==> src/rtl/countdown_display_ctrl_pkg.sv <==
`default_nettype none
// ============================================================================
// Module  : countdown_display_ctrl_pkg
// Brief   : Shared types and constants for the phase countdown display.
// Revision: 1.0 - initial release
// ============================================================================
package countdown_display_ctrl_pkg;

  typedef enum logic [1:0] {
    ST_IDLE   = 2'd0,
    ST_RUN    = 2'd1,
    ST_PAUSED = 2'd2,
    ST_DONE   = 2'd3
  } state_t;

  localparam logic [6:0] MAX_COUNT    = 7'd99;
  localparam logic [1:0] DIG_SEL_ONES = 2'b10;
  localparam logic [1:0] DIG_SEL_TENS = 2'b01;
  localparam logic [1:0] DIG_SEL_OFF  = 2'b11;

  // Inputs are limited to 0..99, so both digits fit in 4 bits.
  function automatic logic [3:0] bcd_ones(input logic [6:0] v);
    return 4'(v % 7'd10);
  endfunction

  function automatic logic [3:0] bcd_tens(input logic [6:0] v);
    return 4'(v / 7'd10);
  endfunction

endpackage
`default_nettype wire

==> src/rtl/countdown_display_ctrl_tick_divider.sv <==
`default_nettype none
// ============================================================================
// Module  : tick_divider
// Brief   : Enable-gated modulo-DIV counter; tick marks the wrap cycle.
// Revision: 1.0 - initial release
// ============================================================================
module tick_divider #(
  parameter int DIV = 2
) (
  input  logic clk,
  input  logic rst_n,
  input  logic enable,
  input  logic clear,
  output logic tick
);

  localparam int            CW   = (DIV > 1) ? $clog2(DIV) : 1;
  localparam logic [CW-1:0] LAST = CW'(DIV - 1);

  logic [CW-1:0] r_cnt;

  always_ff @(posedge clk) begin
    if (!rst_n || clear) begin
      r_cnt <= '0;
    end else if (enable) begin
      r_cnt <= (r_cnt == LAST) ? '0 : r_cnt + CW'(1);
    end
  end

  assign tick = enable && !clear && (r_cnt == LAST);

endmodule
`default_nettype wire

==> src/rtl/countdown_display_ctrl.sv <==
`default_nettype none
// ============================================================================
// Module  : countdown_display_ctrl
// Brief   : Two-digit phase countdown with multiplexed seven-segment digit scan.
// Revision: 1.0 - initial release
// ============================================================================
module countdown_display_ctrl
  import countdown_display_ctrl_pkg::*;
#(
  parameter int SEC_DIV  = 50_000_000,
  parameter int SCAN_DIV = 50_000
) (
  input  logic       clk,
  input  logic       rst_n,
  input  logic       load,
  input  logic [6:0] load_value,
  input  logic       start,
  input  logic       pause,
  output logic [6:0] count,
  output logic       busy,
  output logic       done,
  output logic [3:0] digit_number,
  output logic [1:0] digit_sel
);

  state_t     r_state;
  logic [6:0] r_count;
  logic       r_busy;
  logic       r_done;
  logic       r_scan_tens;
  logic [3:0] r_digit_number;
  logic [1:0] r_digit_sel;

  logic       w_sec_tick;
  logic       w_sec_en;
  logic       w_sec_clear;
  logic       w_scan_tick;
  logic [6:0] w_load_sat;
  logic [3:0] w_ones;
  logic [3:0] w_tens;

  assign w_sec_en    = (r_state == ST_RUN);
  // Prescaler holds through PAUSED so a resumed partial second is kept.
  assign w_sec_clear = load || (r_state == ST_IDLE) || (r_state == ST_DONE);
  assign w_load_sat  = (load_value > MAX_COUNT) ? MAX_COUNT : load_value;
  assign w_ones      = bcd_ones(r_count);
  assign w_tens      = bcd_tens(r_count);

  tick_divider #(.DIV(SEC_DIV)) u_sec_div (
    .clk    (clk),
    .rst_n  (rst_n),
    .enable (w_sec_en),
    .clear  (w_sec_clear),
    .tick   (w_sec_tick)
  );

  tick_divider #(.DIV(SCAN_DIV)) u_scan_div (
    .clk    (clk),
    .rst_n  (rst_n),
    .enable (1'b1),
    .clear  (1'b0),
    .tick   (w_scan_tick)
  );

  always_ff @(posedge clk) begin
    if (!rst_n) begin
      r_state <= ST_IDLE;
      r_count <= '0;
      r_busy  <= 1'b0;
      r_done  <= 1'b0;
    end else if (load) begin
      r_state <= ST_IDLE;
      r_count <= w_load_sat;
      r_busy  <= 1'b0;
      r_done  <= 1'b0;
    end else begin
      r_done <= 1'b0;
      case (r_state)
        ST_IDLE: begin
          if (start && (r_count != 7'd0)) begin
            r_state <= ST_RUN;
            r_busy  <= 1'b1;
          end
        end
        ST_RUN: begin
          if (w_sec_tick && (r_count == 7'd1)) begin
            r_count <= 7'd0;
            r_state <= ST_DONE;
            r_busy  <= 1'b0;
            r_done  <= 1'b1;
          end else begin
            if (w_sec_tick && (r_count != 7'd0)) begin
              r_count <= r_count - 7'd1;
            end
            if (pause) begin
              r_state <= ST_PAUSED;
            end
          end
        end
        ST_PAUSED: begin
          if (pause) begin
            r_state <= ST_RUN;
          end
        end
        ST_DONE: begin
          r_state <= ST_IDLE;
          r_busy  <= 1'b0;
        end
        default: begin
          r_state <= ST_IDLE;
          r_busy  <= 1'b0;
        end
      endcase
    end
  end

  // Digit value and enable update on the same edge to avoid ghosting.
  always_ff @(posedge clk) begin
    if (!rst_n) begin
      r_scan_tens    <= 1'b0;
      r_digit_number <= 4'd0;
      r_digit_sel    <= DIG_SEL_ONES;
    end else begin
      if (w_scan_tick) begin
        r_scan_tens <= ~r_scan_tens;
      end
      if (!r_scan_tens) begin
        r_digit_number <= w_ones;
        r_digit_sel    <= DIG_SEL_ONES;
      end else if (w_tens == 4'd0) begin
        r_digit_number <= 4'd0;
        r_digit_sel    <= DIG_SEL_OFF;
      end else begin
        r_digit_number <= w_tens;
        r_digit_sel    <= DIG_SEL_TENS;
      end
    end
  end

  assign count        = r_count;
  assign busy         = r_busy;
  assign done         = r_done;
  assign digit_number = r_digit_number;
  assign digit_sel    = r_digit_sel;

endmodule
`default_nettype wire

==> config.mk <==
export PLATFORM = sky130hd
export DESIGN_NAME = countdown_display_ctrl
export DESIGN_NICKNAME = d
export VERILOG_FILES = /design/src/rtl/countdown_display_ctrl_pkg.sv /design/src/rtl/countdown_display_ctrl_tick_divider.sv /design/src/rtl/countdown_display_ctrl.sv
export SDC_FILE = /design/constraint.sdc
export NUM_CORES = 1
export LEC_CHECK = 0
export ABC_AREA = 1
export BUFFER_PORTS_ARGS = -buffer_cell sky130_fd_sc_hd__buf_2
export CAP_MARGIN = 5
export CORE_ASPECT_RATIO = 2
export CORE_MARGIN = 5
export CORE_UTILIZATION = 60
export DETAILED_ROUTE_END_ITERATION = 10
export PLACE_DENSITY = 0.8
export SLEW_MARGIN = 0
export SYNTH_ARGS = -nofsm -noshare
export SYNTH_HDL_FRONTEND = slang
export SYNTH_SLANG_ARGS = --single-unit
==> constraint.sdc <==
create_clock -name clk -period 2.7 [get_ports clk]
set_input_delay 0.405 -clock clk [delete_from_list [all_inputs] [get_ports clk]]
set_output_delay 0.405 -clock clk [all_outputs]
set_load 0.005 [all_outputs]
==> impl_metrics.ini <==
[yosys]
yosysSeqAreaShare_pct = 37.0
async_flop_share_pct = 0
postSynthCellCount = 474
synth_area_per_cell_um2 = 6.85
synth-edff-count = 0
yosysWarnings = 0
synthTopCellsByArea = dfxtp_1 37%, nand2_1 10%, nor2_1 8.0%
synth_nets = 497
netlist_area_um2 = 3250
ys_types = 32
synth_ff_type = dfxtp_1
synth_top_area_share_pct = 37.0
synth_area_leader_cell = dfxtp_1
synth_seq_cells = 60

[critical_path]
path_max_fanout = 6
endpoint = digit_number[2]$_SDFF_PN0_
timing.rr.end = digit_number[2]$_SDFF_PN0_
arrival_ns = 2.58
rrSetupSlack_ns = 0.37
critPathCaptureType = flop
worstReg2RegStart = count[4]$_SDFFE_PN0P_
critPathRequiredTime_ns = 2.95
rr_worst_depth = 19
critical_path_class = reg2reg
cp-startpoint = count[4]$_SDFFE_PN0P_
start_kind = flop

[placement]
gp_congestion = 0.881
hpwl_um = 5170
port_buffers = 26

[hold_path]
hp-class = in2reg

[timing]
fin_tns_setup_ns = 0
slew_headroom_pct = 71.1
finClkSkew_ns = 0.00629
rsz0062_at_grt = no
finalWorstPathRequiredPeriod_ns = 2.33
finalCritPeriodShare_pct = 86.2
tightest_slew_ns = 0.430
slew_viol_final = 0
max_freq_mhz = 430
finalHoldViolations = 0
final-setup-viol-count = 0

[power]
total_power_mw = 2.31
clockPowerShare_pct = 47.6
p_seq_share_pct = 40.2
leakage_nw = 1.56
powerDensity_nw_per_um2 = 623
combPwrFrac_pct = 12.3
p_sw_share_pct = 24.5
peakVddDrop_uv = 536
power_switching_mw = 0.566
p_int_mw = 1.75

[floorplan]
start_util_pct = 61.0
die_h_um = 114
num_rows = 38
die_w_um = 62.0
fp.dieArea_um2 = 7070
core_area_um2 = 5330
ioPinCount = 27

[layout]
multi_input_area_um2 = 1760
regArea_um2 = 1200
num_antenna_cells = 0
post_route_cells_drive_above_1_share_pct = 12.3
final_common_cell = nand2_1
mostFrequentLayoutCells = 88 x nand2_1, 69 x nor2_1, 67 x inv_1
nFillCells = 467
area_growth_pct = 14.4
nets = 531

[detailed_routing]
drt-wirelength-per-cell_um = 12.2
dr.first_iter.drc_count = 221
route.detailed.drc = 0
vias = 3061
via_per_inst = 5.34
ant_nets = 0
wirelength_um = 7010
drt_first_pass_iters = 4

[clock_network]
tritoncts = built
clockBufferDepth = 2
clk_pin_slew_ns = 0.07
htree_num_levels = 3
cts_resized = 0
numCtsBuffers = 9
cts_sinks = 60
cts-root-buf = clkbuf_8
clk_latency_ns = 0.35
ctsHoldBuffers = 0
post_cts_buffers = 0

[run]
maxCapViolCount = 0

[global_route]
overflow = 0
grt_use_total_pct = 22.8
antenna_found_initial = 0
grt_pass1_wl_um = 12300
grt_max_degree = 13
grt_pass1_vias = 2860

[status]
status = complete, no violations
[power groups by stage]
| stage | logic [mW] | registers, mW | clock network, mW |
|---|---|---|---|
| 2_1_floorplan | 0.204 | 0.951 | 0 |
| 4_1_cts | 0.284 | 0.930 | 1.11 |
| 5_1_grt | 0.332 | 0.932 | 1.16 |
| 3_3_place_gp | 0.277 | 0.949 | 0 |
| 3_5_place_dp | 0.282 | 0.949 | 0 |
| 6_report | 0.284 | 0.929 | 1.10 |
[layer usage]
metal  vias to the layer above  track usage (%)  share of wire [%]
li1                       1618                -                  -
met1                      1353             30.2                 46
met2                        79             33.6                 45
met3                        11             5.76                6.4
met4                         0             10.9                2.2
met5                         -                0                  0
[registers in the layout, indices dropped and copies added, names as in the netlist]
register / count
u_sec_div.r_cnt: 26
busy: 1
u_scan_div.r_cnt: 16
done: 1
digit_sel: 2
count: 7
r_state: 2
digit_number: 4
r_scan_tens: 1
[worst max-delay path: stages, from the launching register on]
cell	delay [ns]
dfxtp_1	0.34
inv_1	0.15
nand2_1	0.14
nor2_1	0.16
inv_1	0.09
nand2_2	0.11
nor2_1	0.05
nor2_1	0.12
nand2_1	0.11
nand2_2	0.10
nand2_1	0.08
nand2_1	0.07
inv_1	0.05
ha_1	0.17
inv_1	0.08
nand3_2	0.12
nand3_2	0.12
nand2_1	0.06
nand3_1	0.06
nand2_1	0.05
[worst min-delay path by stage]
stage	from	cells past startpoint	endpoint	slack (ns)
3_5_place_dp	u_scan_div.r_cnt[0]$_SDFF_PP0_	1	u_scan_div.r_cnt[0]$_SDFF_PP0_	0.44
2_1_floorplan	u_scan_div.r_cnt[0]$_SDFF_PP0_	1	u_scan_div.r_cnt[0]$_SDFF_PP0_	0.42
4_1_cts	load_value[3]	3	count[3]$_SDFFE_PN0P_	0.32
5_1_grt	load_value[6]	3	count[6]$_SDFFE_PN0P_	0.34
3_3_place_gp	u_scan_div.r_cnt[0]$_SDFF_PP0_	1	u_scan_div.r_cnt[0]$_SDFF_PP0_	0.43
6_report	load_value[3]	3	count[3]$_SDFFE_PN0P_	0.33
[cells by family after synthesis]
family | share of synthesized area [%]
AOI/OAI and AO/OA | 11.6
xor gates and xnor gates | 4.31
adders and majority gates | 4.24
buffers and inverters | 8.82
DFF | 37.0
and+or+nand+nor | 34.1
[stage by stage]
step	cell area (um^2)	hold slack (ns)	setup slack [ns]	util (%)	instances
CTS	3720	0.322	0.377	69.8	573
finish	3720	0.331	0.373	69.8	573
detailed placement	3440	0.441	0.395	64.7	557
floorplan	3250	0.418	0.641	-	474
global placement	3440	0.432	0.413	64.7	557
global route	3720	0.342	0.0101	69.8	573
[area by class of cell]
class | instances | area share (%)
Multi-Input combinational cell | 339 | 47.4
Clock inverter | 6 | 3.64
Timing Repair Buffer | 28 | 3.90
Tap cell | 60 | 2.02
Clock buffer | 10 | 3.70
Sequential cell | 60 | 32.3
Inverter | 70 | 7.07
[cells in the mapped netlist (all sizes together) (2+ instances only)]
master  number
xor2        12
dfxtp       60
nand4       13
clkbuf       3
nand3       39
nand2       95
buf          2
o21ai       20
nor2        71
nor3        16
xnor2        4
a31oi        5
nor4         6
o21a         3
a21oi       31
a211oi       4
or2          2
ha          11
inv         70
No activity file was read; power rests on OpenSTA's default activity.
